**config.mk**
```make
export PLATFORM = sky130hd
export DESIGN_NAME = madd_sweep_ctrl
export DESIGN_NICKNAME = d
export VERILOG_FILES = /design/src/rtl/madd_sweep_ctrl.sv
export SDC_FILE = /design/constraint.sdc
export NUM_CORES = 1
export LEC_CHECK = 0
export ABC_CLOCK_PERIOD_IN_PS = 6000
export BUFFER_PORTS_ARGS = -buffer_cell sky130_fd_sc_hd__buf_4
export CAP_MARGIN = 20
export CELL_PAD_IN_SITES_DETAIL_PLACEMENT = 0
export CELL_PAD_IN_SITES_GLOBAL_PLACEMENT = 1
export CORE_MARGIN = 1
export CORE_UTILIZATION = 47
export CTS_CLUSTER_SIZE = 28
export DETAILED_ROUTE_END_ITERATION = 8
export PLACE_DENSITY = 0.95
export REMOVE_ABC_BUFFERS = 1
export SYNTH_ARGS = -nofsm -noshare
export SYNTH_HDL_FRONTEND = slang
export SYNTH_SLANG_ARGS = --single-unit
```
**constraint.sdc**
```tcl
create_clock -name clk -period 6 [get_ports clk]
set_input_delay 1.2 -clock clk [delete_from_list [all_inputs] [get_ports clk]]
set_output_delay 1.2 -clock clk [all_outputs]
set_load 0.005 [all_outputs]
```
**src/rtl/madd_sweep_ctrl.sv**
```systemverilog
// Exhaustive sweep controller for a 6-input approximate multiply-add circuit:
// drives all 64 vectors, compares against a*b+c and reports worst-case error stats.
module madd_sweep_ctrl #(
  parameter int unsigned ET = 6
) (
  input  logic       clk,
  input  logic       rst,
  input  logic       start,
  input  logic       abort,
  output logic [5:0] dut_in,
  input  logic [3:0] dut_out,
  output logic       busy,
  output logic       done,
  output logic       aborted,
  output logic       pass,
  output logic [3:0] max_err,
  output logic [5:0] worst_vec,
  output logic [6:0] viol_cnt
);

  typedef enum logic [1:0] {
    IDLE  = 2'd0,
    SWEEP = 2'd1,
    DRAIN = 2'd2,
    DONE  = 2'd3
  } state_e;

  localparam logic [4:0] ET_C = 5'(ET);

  state_e     state_q, state_d;
  logic [5:0] cnt_q, cnt_d;
  logic       pv_q, pv_d;
  logic [4:0] perr_q, perr_d;
  logic [5:0] pvec_q, pvec_d;
  logic [3:0] max_q, max_d;
  logic [5:0] worst_q, worst_d;
  logic [6:0] viol_q, viol_d;
  logic       pass_q, pass_d;
  logic       aborted_q, aborted_d;
  logic [5:0] vec_s;
  logic [4:0] exact_s;
  logic [4:0] err_s;

  // State register
  always_ff @(posedge clk or posedge rst) begin
    if (rst) begin
      state_q <= IDLE;
    end else begin
      state_q <= state_d;
    end
  end

  // Next-state logic; start only matters in IDLE, where it also beats abort
  always_comb begin
    state_d = state_q;
    case (state_q)
      IDLE:    state_d = start ? SWEEP : IDLE;
      SWEEP: begin
        if (abort) begin
          state_d = IDLE;
        end else if (cnt_q == 6'd63) begin
          state_d = DRAIN;
        end else begin
          state_d = SWEEP;
        end
      end
      DRAIN:   state_d = abort ? IDLE : DONE;
      DONE:    state_d = IDLE;
      default: state_d = IDLE;
    endcase
  end

  // Outputs decoded from state
  always_comb begin
    busy   = (state_q == SWEEP) || (state_q == DRAIN);
    done   = (state_q == DONE);
    vec_s  = (state_q == SWEEP) ? cnt_q : 6'd0;
    dut_in = vec_s;
  end

  // Exact reference and absolute error of the vector currently driven
  always_comb begin
    exact_s = ({3'd0, vec_s[1:0]} * {3'd0, vec_s[3:2]}) + {3'd0, vec_s[5:4]};
    if (exact_s >= {1'b0, dut_out}) begin
      err_s = exact_s - {1'b0, dut_out};
    end else begin
      err_s = {1'b0, dut_out} - exact_s;
    end
  end

  // Counter, error pipeline and accumulator next-state
  always_comb begin
    cnt_d     = cnt_q;
    pv_d      = 1'b0;
    perr_d    = perr_q;
    pvec_d    = pvec_q;
    max_d     = max_q;
    worst_d   = worst_q;
    viol_d    = viol_q;
    pass_d    = pass_q;
    aborted_d = aborted_q;
    if ((state_q == IDLE) && start) begin
      cnt_d     = 6'd0;
      max_d     = 4'd0;
      worst_d   = 6'd0;
      viol_d    = 7'd0;
      pass_d    = 1'b0;
      aborted_d = 1'b0;
    end else begin
      // A pending registered error is folded in even on the abort edge
      if (pv_q) begin
        if (perr_q > {1'b0, max_q}) begin
          max_d   = perr_q[3:0];
          worst_d = pvec_q;
        end else begin
          max_d   = max_q;
        end
        if (perr_q > ET_C) begin
          viol_d = viol_q + 7'd1;
        end else begin
          viol_d = viol_q;
        end
      end else begin
        max_d = max_q;
      end
      if ((state_q == SWEEP) && !abort) begin
        pv_d   = 1'b1;
        perr_d = err_s;
        pvec_d = vec_s;
        cnt_d  = (cnt_q == 6'd63) ? cnt_q : cnt_q + 6'd1;
      end else begin
        pv_d = 1'b0;
      end
      if (busy && abort) begin
        aborted_d = 1'b1;
      end else if ((state_q == DRAIN) && !abort) begin
        pass_d = ({1'b0, max_d} <= ET_C);
      end else begin
        aborted_d = aborted_q;
      end
    end
  end

  // Datapath registers
  always_ff @(posedge clk or posedge rst) begin
    if (rst) begin
      cnt_q     <= 6'd0;
      pv_q      <= 1'b0;
      perr_q    <= 5'd0;
      pvec_q    <= 6'd0;
      max_q     <= 4'd0;
      worst_q   <= 6'd0;
      viol_q    <= 7'd0;
      pass_q    <= 1'b0;
      aborted_q <= 1'b0;
    end else begin
      cnt_q     <= cnt_d;
      pv_q      <= pv_d;
      perr_q    <= perr_d;
      pvec_q    <= pvec_d;
      max_q     <= max_d;
      worst_q   <= worst_d;
      viol_q    <= viol_d;
      pass_q    <= pass_d;
      aborted_q <= aborted_d;
    end
  end

  assign max_err   = max_q;
  assign worst_vec = worst_q;
  assign viol_cnt  = viol_q;
  assign pass      = pass_q;
  assign aborted   = aborted_q;

endmodule

```
==> impl_summary.txt, run 1 <==
----------------------------------------------------
[Synthesis]
  Xor-xnor portion of the synthesized cell area ... 4.890%
  Ys async rst share ... 100.0%
  Number of enable-type register cells in the synthesized netlist ... 0
  Synthesized instance count ... 235
  Number of different library cells in the post-synthesis netlist ... 42
  Flop and latch count out of synthesis ... 39
  Post-synthesis instance area ... 0.002328 sq mm
  Adder-cell share of the synthesized area ... 14.72%
  Synth Area per Inst ... 9.908 sq um
  Dominant synthesized flop cell ... dfrtp_1
  Warning count from the yosys run ... 0
  Portion of the post-synthesis area used by sequential elements ... 41.91%
  Compound-gate portion of the synthesized area ... 7.362%
  Combinational family with the most area after synthesis ... simple AND/OR/NAND/NOR gates
  Simple-gate share of the synthesized area ... 18.27%
  Mux cell area share after synthesis ... 6.932%

[STA]
  Count of pins over their slew limit ... 0
  Maximum achievable frequency ... 267.8 MHz
  Clock period minus final worst setup slack ... 3.734 ns
  Worst max-slew margin expressed relative to the limit ... 34.77%
  Total count of hold-check failures in the final report ... 0
  Unrepaired setup endpoints after global routing ... false
  Worst clock skew ... 0.005811 ns
  Post-route worst setup slack ... 2.266 ns
  Transition time at the pin with the least slew margin ... 0.9784 ns
  Period Utilization, post-route ... 62.24%
  Accumulated negative setup slack ... 0 ns
  Finish-stage setup viols ... 0

[Placement]
  Placed wire-length estimate ... 3256 um
  Gpl congestion ... 0.8906
  Worst setup slack after placement ... 2.283 ns
  Total of buffers placed on input and output ports ... 34

[Layout]
  Area used by sequential logic in the layout ... 975.9 sq um
  Proportion of layout cells with a drive suffix above 1 ... 19.70%
  Most frequent cells in the layout ... dfrtp_1, buf_4, nand2_1
  Net count, final ... 301
  Count of inserted antenna diode cells ... 0
  Total area of multi-input combinational cells ... 0.001215 sq mm
  Most common cell after layout, fill and taps aside ... dfrtp_1
  Relative area change from synthesis to final layout ... 15.85%
  FILL cells ... 449

[Drt]
  Mean number of vias per cell ... 5.128
  Number of detailed-route iterations in the first pass ... 4
  Total detailed-routing wirelength ... 4449 um
  Number of nets still failing antenna checks after routing ... 0
  Total via count after detailed routing ... 1723
  Routed wire per std cell ... 13.24 um
  Count of routing violations after the opening detailed-route iteration ... 80
  Remaining DRCs ... 0

[CTS]
  Root buffer cell ... clkbuf_8
  Deepest clock path buffer count ... 2
  Number of gates given a new drive strength after cts ... 0
  Number of buffers added to fix hold violations after cts ... 0
  Count of buffers added by post-CTS timing repair for setup ... 0
  Clock latency at the later pin of the worst-skew pair ... 0.28 ns
  Number of H-tree levels ... 2
  Clock-pin slew of the registers on the worst-case setup and hold paths ... 0.07 ns
  Total clock buffers created by CTS ... 5
  Number of clock sinks seen by CTS ... 39
  CTS tree ... built

[Global routing]
  Met2 track utilization from global routing ... 33.75%
  Pin count of the biggest net entering global routing ... 40
  Total routing resource utilization after global routing ... 18.90%
  Congestion Overflow GR ... 0
  Most Crowded Layer GR ... met2
  Global-route wire length before repair ... 7748 um
  Via count of the first global-routing pass ... 1762
  Global-route track usage on met3 ... 4.167%
  Routing usage on met1 ... 22.52%
  Antenna violations before repair ... 0

[Floorplan]
  Die H ... 72.39 um
  Area enclosed by the die boundary ... 0.005240 sq mm
  Std-Cell Rows ... 25
  Floorplan Core Area ... 0.004755 sq mm
  # IOs ... 35
  Horiz. Die Dim ... 72.39 um
  Starting density of the core ... 48.97%

[Worst setup path]
  Crit Path Category ... reg2reg
  Critical path launch point type ... flip-flop
  Critical Path End Type ... flip-flop
  WP data arrival ... 3.88 ns
  Required time of the critical path ... 6.14 ns
  Top fanout value on the critical path ... 12

[Pwr]
  Maximum vdd drop ... 0.1542 mV
  PwrDens ... 228.2 mW/mm^2
  Leakage ... 1.375 nW

[Job]
  Max-Cap Viols ... 0

[Worst hold path]
  Hold Crit Class ... reg2reg

[Outcome]
  Run status ... finished clean

----------------------------------------------------
==> layout make-up <==
type,count,share of cell area (%)
clock buffers,7,2.829
multi-input cells,167,45.04
clock inverters,1,0.1855
well taps,67,3.108
inverters,19,2.644
repair buffers,36,10.02
flip-flops and latches,39,36.18
==> worst max-delay path, cell delays in order, from the launching register on <==
cell      delay, ns
dfrtp_1        0.40
inv_1          0.11
ha_1           0.37
and2_1         0.25
fa_1           0.41
ha_1           0.22
fa_1           0.45
ha_1           0.44
o211ai_1       0.17
o21ai_2        0.27
mux2i_1        0.25
xor2_1         0.17
o21ai_0        0.10
==> Yosys cell counts, types with 3 or more instances <==
cell,number,area (sq um)
xor2_1,11,96.34
ha_1,21,262.8
and2_1,6,37.54
nand3_1,5,25.02
a21oi_1,5,25.02
a211oi_1,4,30.03
mux2i_1,15,150.1
inv_1,18,67.56
clkbuf_1,4,15.01
buf_6,3,33.78
fa_1,4,80.08
nand4_1,4,25.02
o21ai_0,6,30.03
nand2_1,30,112.6
nor2_1,27,101.4
and3_2,3,22.52
dfrtp_1,39,975.9
==> registers in the layout, indices dropped and copies added (netlist names) <==
register and cells:
aborted 1, cnt_q 6, max_err 4, pass 1, perr_q 5, pv_q 1
pvec_q 6, state_q 2, viol_cnt 7, worst_vec 6
==> per-stage QoR <==
| stage | cells | hold slack [ns] | util, % | instance area (sq um) | power [mW] |
|---|---|---|---|---|---|
| after CTS | 336 | 0.4825 | 56.74 | 2698 | 0.6239 |
| after global routing | 336 | 0.5215 | 56.74 | 2698 | 0.6538 |
| after detailed placement | 328 | 0.4649 | 55.03 | 2616 | 0.4547 |
| final | 336 | 0.4782 | 56.74 | 2698 | 0.6157 |
| after floorplan | 225 | 0.4455 | - | 2262 | 0.4052 |
| after global placement | 328 | 0.4583 | 55.03 | 2616 | 0.4498 |
==> cells by family after synthesis <==
logic type,Yosys count
AOI/OAI and AO/OA,24
and+or+nand+nor,89
xor gates and xnor gates,13
muxes,16
buffers and inverters,29
DFF,39
adders and majority gates,25
==> where the power goes <==
group / internal [mW] / switching (mW) / total (mW)
Sequential: 0.289 / 0.0285 / 0.317
Combinational: 0.0633 / 0.0683 / 0.132
Clock: 0.0815 / 0.0852 / 0.167
Total: 0.434 / 0.182 / 0.616
==> metal layers <==
layer | part of all wire (%) | wire, um
met4 | 1.7 | 75
met3 | 3.2 | 141
met2 | 51 | 2257
met1 | 44 | 1974
met5 | 0 | 0
==> path summary, 6_finish.rpt <==
| kind | start | endpoint | slack [ns] | cells past startpoint |
|---|---|---|---|---|
| worst min-delay path | pvec_q[0]$_DFFE_PP0P_ | pvec_q[0]$_DFFE_PP0P_ | 0.48 | 2 |
| worst max register to register | state_q[1]$_DFF_PP0_ | perr_q[3]$_DFFE_PP0P_ | 2.27 | 12 |
| worst min register to register | pvec_q[0]$_DFFE_PP0P_ | pvec_q[0]$_DFFE_PP0P_ | 0.48 | 2 |
| max in group asynchronous | rst | worst_vec[0]$_DFFE_PP0P_ | 4.62 | 3 |
| min in group asynchronous | rst | pvec_q[3]$_DFFE_PP0P_ | 1.04 | 3 |
| worst max-delay path | state_q[1]$_DFF_PP0_ | perr_q[3]$_DFFE_PP0P_ | 2.27 | 12 |
No activity file was read; power rests on OpenSTA's default activity.
==> inputs of run 2 (changes only) <==
--- a/config.mk
+++ b/config.mk
@@ -5,16 +5,16 @@
 export SDC_FILE = /design/constraint.sdc
 export NUM_CORES = 1
 export LEC_CHECK = 0
-export ABC_CLOCK_PERIOD_IN_PS = 6000
+export ABC_CLOCK_PERIOD_IN_PS = 3700
 export BUFFER_PORTS_ARGS = -buffer_cell sky130_fd_sc_hd__buf_4
 export CAP_MARGIN = 20
 export CELL_PAD_IN_SITES_DETAIL_PLACEMENT = 0
 export CELL_PAD_IN_SITES_GLOBAL_PLACEMENT = 1
 export CORE_MARGIN = 1
-export CORE_UTILIZATION = 47
+export CORE_UTILIZATION = 44
 export CTS_CLUSTER_SIZE = 28
 export DETAILED_ROUTE_END_ITERATION = 8
-export PLACE_DENSITY = 0.95
+export PLACE_DENSITY = 0.92
 export REMOVE_ABC_BUFFERS = 1
 export SYNTH_ARGS = -nofsm -noshare
 export SYNTH_HDL_FRONTEND = slang
==> constraint.sdc (replaced) <==
create_clock -name clk -period 3.7 [get_ports clk]
set_input_delay 0.74 -clock clk [delete_from_list [all_inputs] [get_ports clk]]
set_output_delay 0.74 -clock clk [all_outputs]
set_load 0.005 [all_outputs]
==> run 2 against run 1 <==
- design area up 2.2%
- sequential cell count did not move
- hold slack gained 0.0027 ns
- clock-buffer cell count decreased by 2
- worst setup slack lost 2.0 ns
- combinational power increased by 64%
- clock power is 110% higher
- cell count grew 1.8%
- largest cell class unchanged
- highest routed layer unchanged
==> impl_summary.txt, run 2 (synthesis gave the netlist of run 1 again) <==
----------------------------------------------------
[Drt]
  Mean number of vias per cell ... 4.980 (was 5.128)
  Total via count after detailed routing ... 1703 (was 1723)
  Number of nets still failing antenna checks after routing ... 0 (unchanged)
  Remaining DRCs ... 0 (unchanged)
  Routed wire per std cell ... 12.69 um (was 13.24 um)
  Total detailed-routing wirelength ... 4341 um (was 4449 um)
  Number of detailed-route iterations in the first pass ... 4 (unchanged)
  Count of routing violations after the opening detailed-route iteration ... 50 (was 80)

[Placement]
  Worst setup slack after placement ... 0.1059 ns (was 2.283 ns)
  Total of buffers placed on input and output ports ... 34 (unchanged)
  Gpl congestion ... 0.8893 (was 0.8906)
  Placed wire-length estimate ... 3251 um (was 3256 um)

[Layout]
  Count of inserted antenna diode cells ... 0 (unchanged)
  Max reg flops ... 7 (unchanged)
  Net count, final ... 304 (was 301)
  Proportion of layout cells with a drive suffix above 1 ... 21.69% (was 19.70%)
  Relative area change from synthesis to final layout ... 18.43% (was 15.85%)
  Most frequent cells in the layout ... dfrtp_1, buf_4, nand2_1 (unchanged)

[Global routing]
  Antenna violations before repair ... 0 (unchanged)
  Via count of the first global-routing pass ... 1605 (was 1762)
  Congestion Overflow GR ... 0 (unchanged)
  Total routing resource utilization after global routing ... 17.34% (was 18.90%)
  Pin count of the biggest net entering global routing ... 40 (unchanged)
  Global-route wire length before repair ... 7445 um (was 7748 um)

[CTS]
  Root buffer cell ... clkbuf_8 (unchanged)
  Total clock buffers created by CTS ... 5 (unchanged)
  Number of clock sinks seen by CTS ... 39 (unchanged)
  Deepest clock path buffer count ... 2 (unchanged)
  Clock-pin slew of the registers on the worst-case setup and hold paths ... 0.08 ns (was 0.07 ns)
  Number of buffers added to fix hold violations after cts ... 0 (unchanged)
  Number of gates given a new drive strength after cts ... 0 (unchanged)
  Number of H-tree levels ... 2 (unchanged)
  Count of buffers added by post-CTS timing repair for setup ... 0 (unchanged)
  CTS tree ... built (unchanged)
  Clock latency at the later pin of the worst-skew pair ... 0.29 ns (was 0.28 ns)

[STA]
  Total count of hold-check failures in the final report ... 0 (unchanged)
  Worst max-slew margin expressed relative to the limit ... 66.25% (was 34.77%)
  Post-route worst setup slack ... 0.2211 ns (was 2.266 ns)
  Accumulated negative setup slack ... 0 ns (unchanged)
  Maximum achievable frequency ... 287.4 MHz (was 267.8 MHz)
  Period Utilization, post-route ... 94.02% (was 62.24%)
  Finish-stage setup viols ... 0 (unchanged)
  Count of pins over their slew limit ... 0 (unchanged)
  Transition time at the pin with the least slew margin ... 0.5063 ns (was 0.9784 ns)
  Clock period minus final worst setup slack ... 3.479 ns (was 3.734 ns)
  Hold_ws ... 0.4809 ns (was 0.4782 ns)
  Worst clock skew ... 0.008133 ns (was 0.005811 ns)
  Unrepaired setup endpoints after global routing ... false (unchanged)

[Floorplan]
  Starting density of the core ... 45.59% (was 48.97%)
  # IOs ... 35 (unchanged)
  Floorplan Core Area ... 0.005107 sq mm (was 0.004755 sq mm)
  Std-Cell Rows ... 26 (was 25)
  Horiz. Die Dim ... 74.75 um (was 72.39 um)
  Area enclosed by the die boundary ... 0.005587 sq mm (was 0.005240 sq mm)
  Die H ... 74.75 um (was 72.39 um)

[Worst setup path]
  WP data arrival ... 3.63 ns (was 3.88 ns)
  Cell chain of the critical path ... inv_1 -> ha_2 -> and3_1 -> fa_1 -> ha_1 -> fa_1 -> ha_1 -> o211ai_1 -> o21ai_2 -> mux2i_1 -> xor2_1 -> o21ai_0 (was inv_1 -> ha_1 -> and2_1 -> fa_1 -> ha_1 -> fa_1 -> ha_1 -> o211ai_1 -> o21ai_2 -> mux2i_1 -> xor2_1 -> o21ai_0)
  Critical Path End Type ... flip-flop (unchanged)
  Critical-path cell with the highest stage delay ... fa_1 (unchanged)
  Delay of the slowest critical-path stage ... 0.46 ns (was 0.45 ns)
  Critical path launch point type ... flip-flop (unchanged)
  Required time of the critical path ... 3.85 ns (was 6.14 ns)
  Worst path buffer plus inverter count ... 1 (unchanged)
  Cell family contributing the most delay on the critical path ... adder cells (unchanged)
  Crit Path Category ... reg2reg (unchanged)
  Top fanout value on the critical path ... 12 (unchanged)

[Pwr]
  Clk network pwr share ... 32.7% (was 27.1%)
  Maximum vdd drop ... 0.2606 mV (was 0.1542 mV)
  Logic pwr share ... 20.0% (was 21.4%)
  Design internal power ... 0.7741 mW (was 0.4336 mW)
  Leakage ... 1.405 nW (was 1.375 nW)
  Reg power frac ... 47.3% (was 51.5%)
  Sw frac ... 28.56% (was 29.57%)
  PwrDens ... 392.9 mW/mm^2 (was 228.2 mW/mm^2)
  Switching Power ... 0.3095 mW (was 0.1821 mW)

[Outcome]
  Run status ... finished clean (unchanged)

[Job]
  Max-Cap Viols ... 0 (unchanged)

[Worst hold path]
  Hold Crit Class ... reg2reg (unchanged)

----------------------------------------------------
==> run 2: cell count changes in the layout (fill, tap and decap cells not counted), sizes merged <==
cell / before / now
clkinv: 1 / 2
clkbuf: 7 / 5
buf: 36 / 39
bufinv: 0 / 1
==> run 2: layer usage <==
layer  global-route usage (%)  vias up  wire length (um)
li1                         -      853                 -
met1                    23.22      816              2108
met2                    29.43       32              2085
met3                    4.016        2               141
met4                    2.516        0                 5
met5                        0        -                 0
==> run 2: final timing paths <==
check                           slack, ns                  start  cells after the start                     to
worst max-delay path                 0.22   state_q[1]$_DFF_PP0_                     12  perr_q[2]$_DFFE_PP0P_
worst min-delay path                 0.48  pvec_q[3]$_DFFE_PP0P_                      2  pvec_q[3]$_DFFE_PP0P_
worst max register to register       0.22   state_q[1]$_DFF_PP0_                     12  perr_q[2]$_DFFE_PP0P_
worst min register to register       0.48  pvec_q[3]$_DFFE_PP0P_                      2  pvec_q[3]$_DFFE_PP0P_
max in group asynchronous            2.78                    rst                      3   state_q[1]$_DFF_PP0_
min in group asynchronous            0.55                    rst                      3  perr_q[1]$_DFFE_PP0P_
==> run 2: layout make-up <==
| type | count | area, sq um |
|---|---|---|
| clock inverters | 3 | 43.79 |
| repair buffers | 39 | 292.8 |
| flip-flops and latches | 39 | 975.9 |
| multi-input cells | 167 | 1217 |
| fillers | 479 | 2350 |
| inverters | 19 | 71.32 |
| clock buffers | 5 | 68.82 |
| well taps | 70 | 87.58 |
==> run 2: power by group through the flow <==
stage,Combinational (mW),Clock (mW),Sequential [mW]
5_1_grt,0.254,0.376,0.520
4_1_cts,0.220,0.363,0.513
2_1_floorplan,0.147,0,0.510
6_report,0.217,0.354,0.512
3_3_place_gp,0.212,0,0.521
3_5_place_dp,0.218,0,0.521
==> run 2: tightest hold or removal path, delay by kind of cell (launching register included) <==
kind | cells | cell delay, ns
DFF | 1 | 0.35
and+or+nand+nor | 2 | 0.10
==> run 2: per-stage QoR <==
step / utilization [%] / cell area (sq um) / total power [mW] / std cells
2_1_floorplan: - / 2262 / 0.6570 / 225
3_3_place_gp: 51.74 / 2643 / 0.7321 / 334
3_5_place_dp: 51.74 / 2643 / 0.7398 / 334
4_1_cts: 53.94 / 2755 / 1.096 / 342
5_1_grt: 53.99 / 2758 / 1.150 / 342
6_report: 53.99 / 2758 / 1.084 / 342
